### src/rtl/lct_match_sequencer.sv
// ALCT/CLCT pairing sequencer: latches the first arrival, waits a programmable
// window for its partner, drives the quality encoder and hands the result downstream.
module lct_match_sequencer #(
  parameter int unsigned MATCH_WIN = 3
) (
  input  logic       clock,
  input  logic       reset,
  input  logic       alct_vld,
  input  logic [2:0] alct_nlyr,
  input  logic       alct_acc,
  input  logic       clct_vld,
  input  logic [2:0] clct_nlyr,
  input  logic [3:0] clct_pat,
  output logic       enc_a,
  output logic       enc_c,
  output logic       enc_a4,
  output logic       enc_c4,
  output logic       enc_cpat,
  output logic       enc_acc,
  output logic [3:0] enc_p,
  input  logic [3:0] enc_q,
  output logic       lct_vld,
  output logic [3:0] lct_q,
  output logic [3:0] lct_pat,
  input  logic       lct_rdy,
  output logic       busy,
  output logic [7:0] drop_cnt
);

  typedef enum logic [2:0] {
    IDLE   = 3'd0,
    WAIT_C = 3'd1,
    WAIT_A = 3'd2,
    EVAL   = 3'd3,
    OUT    = 3'd4
  } state_t;

  localparam logic [3:0] TMAX = 4'(MATCH_WIN - 1);

  state_t     state_q, state_d;
  logic [3:0] timer_q, timer_d;

  logic       a_vld_q, a_vld_d;
  logic [2:0] a_nlyr_q, a_nlyr_d;
  logic       a_acc_q, a_acc_d;
  logic       c_vld_q, c_vld_d;
  logic [2:0] c_nlyr_q, c_nlyr_d;
  logic [3:0] c_pat_q, c_pat_d;

  logic [3:0] q_q, q_d;
  logic [3:0] pat_q, pat_d;
  logic [7:0] drop_q, drop_d;
  logic [1:0] drop_inc;
  logic [8:0] drop_sum;

  always_comb begin
    state_d  = state_q;
    timer_d  = timer_q;
    a_vld_d  = a_vld_q;
    a_nlyr_d = a_nlyr_q;
    a_acc_d  = a_acc_q;
    c_vld_d  = c_vld_q;
    c_nlyr_d = c_nlyr_q;
    c_pat_d  = c_pat_q;
    q_d      = q_q;
    pat_d    = pat_q;
    drop_inc = '0;

    unique case (state_q)
      IDLE: begin
        if (alct_vld) begin
          a_vld_d  = 1'b1;
          a_nlyr_d = alct_nlyr;
          a_acc_d  = alct_acc;
        end
        if (clct_vld) begin
          c_vld_d  = 1'b1;
          c_nlyr_d = clct_nlyr;
          c_pat_d  = clct_pat;
        end
        timer_d = '0;
        if (alct_vld && clct_vld) begin
          state_d = EVAL;
        end else if (alct_vld) begin
          state_d = WAIT_C;
        end else if (clct_vld) begin
          state_d = WAIT_A;
        end
      end

      WAIT_C: begin
        // A second ALCT never replaces the one already latched.
        drop_inc = {1'b0, alct_vld};
        if (clct_vld) begin
          c_vld_d  = 1'b1;
          c_nlyr_d = clct_nlyr;
          c_pat_d  = clct_pat;
          state_d  = EVAL;
        end else if (timer_q == TMAX) begin
          state_d = EVAL;
        end else begin
          timer_d = timer_q + 4'd1;
        end
      end

      WAIT_A: begin
        drop_inc = {1'b0, clct_vld};
        if (alct_vld) begin
          a_vld_d  = 1'b1;
          a_nlyr_d = alct_nlyr;
          a_acc_d  = alct_acc;
          state_d  = EVAL;
        end else if (timer_q == TMAX) begin
          state_d = EVAL;
        end else begin
          timer_d = timer_q + 4'd1;
        end
      end

      EVAL: begin
        drop_inc = {1'b0, alct_vld} + {1'b0, clct_vld};
        q_d      = enc_q;
        pat_d    = enc_p;
        state_d  = OUT;
      end

      OUT: begin
        drop_inc = {1'b0, alct_vld} + {1'b0, clct_vld};
        if (lct_rdy) begin
          state_d  = IDLE;
          a_vld_d  = 1'b0;
          a_nlyr_d = '0;
          a_acc_d  = 1'b0;
          c_vld_d  = 1'b0;
          c_nlyr_d = '0;
          c_pat_d  = '0;
        end
      end

      default: state_d = IDLE;
    endcase

    drop_sum = {1'b0, drop_q} + {7'b0, drop_inc};
    drop_d   = drop_sum[8] ? '1 : drop_sum[7:0];
  end

  always_ff @(posedge clock) begin
    if (reset) begin
      state_q  <= IDLE;
      timer_q  <= '0;
      a_vld_q  <= 1'b0;
      a_nlyr_q <= '0;
      a_acc_q  <= 1'b0;
      c_vld_q  <= 1'b0;
      c_nlyr_q <= '0;
      c_pat_q  <= '0;
      q_q      <= '0;
      pat_q    <= '0;
      drop_q   <= '0;
    end else begin
      state_q  <= state_d;
      timer_q  <= timer_d;
      a_vld_q  <= a_vld_d;
      a_nlyr_q <= a_nlyr_d;
      a_acc_q  <= a_acc_d;
      c_vld_q  <= c_vld_d;
      c_nlyr_q <= c_nlyr_d;
      c_pat_q  <= c_pat_d;
      q_q      <= q_d;
      pat_q    <= pat_d;
      drop_q   <= drop_d;
    end
  end

  // Encoder inputs come only from the latches so enc_q has a full cycle to settle.
  always_comb begin
    enc_a    = a_vld_q;
    enc_c    = c_vld_q;
    enc_a4   = a_vld_q && (a_nlyr_q >= 3'd4);
    enc_c4   = c_vld_q && (c_nlyr_q >= 3'd4);
    enc_p    = c_vld_q ? c_pat_q : '0;
    enc_cpat = c_vld_q && (c_pat_q >= 4'd2) && (c_pat_q <= 4'd10);
    enc_acc  = a_vld_q && a_acc_q;
  end

  assign lct_vld  = (state_q == OUT);
  assign lct_q    = q_q;
  assign lct_pat  = pat_q;
  assign busy     = (state_q != IDLE);
  assign drop_cnt = drop_q;

endmodule

### config.mk
export PLATFORM = sky130hd
export DESIGN_NAME = lct_match_sequencer
export DESIGN_NICKNAME = d
export VERILOG_FILES = /design/src/rtl/lct_match_sequencer.sv
export SDC_FILE = /design/constraint.sdc
export NUM_CORES = 1
export LEC_CHECK = 0
export ABC_AREA = 0
export BUFFER_PORTS_ARGS = -buffer_cell sky130_fd_sc_hd__buf_4
export CAP_MARGIN = 20
export CORE_ASPECT_RATIO = 0.75
export CORE_MARGIN = 1.5
export CORE_UTILIZATION = 50
export CTS_CLUSTER_SIZE = 25
export DETAILED_ROUTE_END_ITERATION = 8
export HOLD_SLACK_MARGIN = 0.12
export PLACE_DENSITY = 0.78
export RECOVER_POWER = 25
export SETUP_SLACK_MARGIN = 0.4
export SLEW_MARGIN = 20
export SYNTH_ARGS = -nofsm -noshare
export SYNTH_HDL_FRONTEND = slang
export SYNTH_SLANG_ARGS = --single-unit
### constraint.sdc
create_clock -name clock -period 3.7 [get_ports clock]
set_clock_uncertainty 0.2 [all_clocks]
set_input_delay 0.555 -clock clock [delete_from_list [all_inputs] [get_ports clock]]
set_output_delay 0.555 -clock clock [all_outputs]
set_load 0.02 [all_outputs]
==> flow_summary_export.csv <==
group,metric,value,unit
global_routing,grt_max_degree,33,
global_routing,grt_overflow,0,
worst_setup_path,cp.arrival,2.94,ns
layout,diodes,0,
die,row_count,17,
detailed_routing,ant_nets,0,
sta,timing_worst_slew_pin_value,0.551,ns
clock_tree,insertion_delay,0.28,ns
clock_tree,clkSinkCount,32,
worst_setup_path,required,3.70,ns
worst_setup_path,r2r_end,"drop_cnt[5]$_SDFF_PP0_",
synth,synth-edff-count,0,
clock_tree,cts_inserted_buffers,5,
clock_tree,root_buffer,"clkbuf_8",
sta,hold_viol,0,
sta,period_minus_slack,2.93,ns
detailed_routing,finalWirelength,3500,um
sta,slew_violations,0,
synth,yosysUniqueCellTypes,40,
layout,nets,267,
synth,synth-simple-area-share,26.7,%
synth,synth_top_family_by_area,"simple AND/OR/NAND/NOR gates",
die,io_pins,48,
synth,ys_seq_elements,32,
power_and_ir_drop,vdd_ir_drop_max,0.267,mV
synth,yosysWarningCount,0,
worst_setup_path,endpoint_kind,"flop",
die,start_util,53.2,%
min_path,hold_class,"reg2reg",
synth,synth.area.mux_share,1.26,%
place,dpl.hpwl,2480,um
detailed_routing,drc,0,
sta,slew_headroom,63.2,%
detailed_routing,drt_iter0_markers,66,
flow_run,drv_cap,0,
synth,netlist_instances,193,
layout,syn2layout_area_growth,26.9,%
min_path,hold_start,"lct_pat[2]$_SDFFE_PP0P_",
synth,yosys_most_used_dff,"dfxtp_1",
die,core,0.00298,mm^2
worst_setup_path,path_class,"in2reg",
layout,drive_above_1_share,17.5,%
sta,fmax,341,MHz
power_and_ir_drop,pwr_density_cell,433,mW/mm^2
place,gp_congestion,0.856,
detailed_routing,routed_via_density,5.40,
die,die_x,68.0,um
global_routing,antenna_found_initial,0,
global_routing,grt_pass1_vias,1252,
worst_setup_path,cp_slowest_cell,"fa_1",
detailed_routing,route.vias.total,1500,
power_and_ir_drop,leakage,0.834,nW
synth,synth_top_cell_area_share,40.5,%
clock_tree,cts_max_path_buffers,2,
worst_setup_path,startpoint_type,"primary input",
global_routing,track_usage,21.3,%
detailed_routing,wl_per_cell,12.6,um
worst_setup_path,slowest_delay,0.43,ns
synth,synthAdderAreaFrac,6.80,%
layout,final_common_cell,"buf_4",
worst_setup_path,r2r_cells,9,
layout,fin_util,67.4,%
synth,ys_top_cells_by_area,"dfxtp_1 40%, a21oi_1 7.3%, nand2_1 5.9%, ha_1 5.5%, nor2_1 4.0%",
sta,min_period_over_period,79.2,%
clock_tree,cts_max_level,2,
synth,synth.largest_area_cell,"dfxtp_1",
worst_setup_path,ff2ff_setup_slack,0.86,ns
worst_setup_path,cp_max_fo,6,
clock_tree,cts_tree,"done",
worst_setup_path,cp_cell_sequence,"buf_4, inv_1, ha_1, nand2_1, o21ai_0, a22oi_1, o21ai_0, ha_1, inv_1, fa_1, nor3b_2, nand4_1, a21oi_1",
synth,yosysSeqAreaShare,40.5,%
detailed_routing,drt_pre_antenna_iters,5,
clock_tree,cts_setup_buffers,0,
synth,syn_avg_cell_area,8.20,um^2
die,dieArea,0.00352,mm^2
synth,synth_nets,221,
synth,syn_area,0.00158,mm^2
synth,synth_compound_area_share,18.4,%
global_routing,grt_pass1_wl,5580,um
place,io_buffer_count,43,
min_path,whs_path_depth,2,
die,die_h,51.7,um
clock_tree,clk_pin_slew,0.06,ns
sta,timing.setup.tns,0,ns
sta,setup_viol,0,
sta,rsz0062_at_grt,"no",
worst_setup_path,startpoint,"alct_vld",
worst_setup_path,worstReg2RegStart,"state_q[1]$_SDFFE_PP0P_",
synth,async_flop_share,0,%
synth,synthXorXnorAreaFrac,2.21,%
min_path,min_to,"lct_pat[2]$_SDFFE_PP0P_",
layout,mostFrequentLayoutCells,"34 x buf_4, 32 x dfxtp_1, 25 x nand2_1",
run_status,status,"complete, no violations",
[worst max-delay path by stage]
stage                                  end  slack (ns)  cells after the start
finish              drop_cnt[5]$_SDFF_PP0_        0.77                     13
global route        drop_cnt[1]$_SDFF_PP0_        0.49                     13
CTS                 drop_cnt[5]$_SDFF_PP0_        0.65                     13
detailed placement  drop_cnt[0]$_SDFF_PP0_        0.39                     13
global placement    drop_cnt[1]$_SDFF_PP0_        0.40                     13
floorplan           drop_cnt[0]$_SDFF_PP0_        0.79                      9
[synth_stat cells, types with 2 or more instances]
library cell / number
mux2i_1: 2
ha_1: 7
nor3_1: 3
or3_1: 4
a22oi_1: 7
nand3_1: 7
and2_1: 7
dfxtp_1: 32
o21ai_0: 7
a21o_1: 2
nor2_1: 17
a21oi_1: 23
buf_4: 2
clkbuf_1: 3
nand4_1: 2
nand2_1: 25
nand2b_1: 4
xnor2_1: 3
nor2b_1: 5
inv_1: 8
nand3b_1: 2
nor3b_1: 3
[stage by stage]
step / area (um^2) / setup WS [ns] / instances / hold slack, ns / power, mW
after floorplan: 1580 / 0.795 / 193 / 0.243 / 0.503
after global placement: 1940 / 0.397 / 270 / 0.242 / 0.559
after detailed placement: 1940 / 0.387 / 270 / 0.248 / 0.563
after CTS: 2050 / 0.647 / 278 / 0.257 / 0.881
after global routing: 2010 / 0.485 / 278 / 0.276 / 0.913
final: 2010 / 0.769 / 278 / 0.254 / 0.870
[sequential cells by signal, summed over array words and instances, names as in the netlist]
| name | count |
|---|---|
| a_nlyr_q | 1 |
| c_nlyr_q | 1 |
| timer_q | 4 |
| enc_c | 1 |
| lct_q | 4 |
| a_acc_q | 1 |
| state_q | 3 |
| lct_pat | 4 |
| drop_cnt | 8 |
| enc_a | 1 |
| c_pat_q | 4 |
[power breakdown]
group / leakage (nW) / switching [mW] / internal, mW / total, mW
Sequential: 0.261 / 0.0264 / 0.366 / 0.392
Combinational: 0.518 / 0.0892 / 0.0666 / 0.156
Clock: 0.0552 / 0.123 / 0.200 / 0.322
Total: 0.834 / 0.238 / 0.632 / 0.870
[repair_timing]
action                                  CTS  global route
hold buffers                              0             0
resized for setup                         0             1
endpoints found under the setup margin    0             5
[area by class of cell]
class | count | area [um^2]
Sequential cell | 32 | 641
Clock buffer | 6 | 72.6
Tap cell | 38 | 47.5
Timing Repair Buffer | 46 | 300
Fill cell | 295 | 970
Multi-Input combinational cell | 146 | 882
Inverter | 8 | 30.0
Clock inverter | 2 | 35.0
[critical path: cells and delay by family]
| kind | cells | cell delay, ns |
|---|---|---|
| adder cells (fa/ha/maj) | 3 | 0.94 |
| AO/OA/AOI/OAI | 4 | 0.60 |
| buffers and inverters | 3 | 0.25 |
| AND/OR/NAND/NOR | 3 | 0.59 |
[metal layers]
metal / part of all wire, % / GRT usage (%)
met4: 1.4 / 8.00
met2: 44 / 31.9
met1: 48 / 28.6
met3: 6.6 / 6.71
met5: 0 / 0
[logic make-up after synthesis]
kind of cell	count (synthesis)
XOR/XNOR	4
AND/OR/NAND/NOR	84
flip-flops	32
multiplexers	2
buffers and inverters	15
adder cells (fa/ha/maj)	8
AO/OA/AOI/OAI	48
Note: power is estimated with default switching activity, not from simulation.
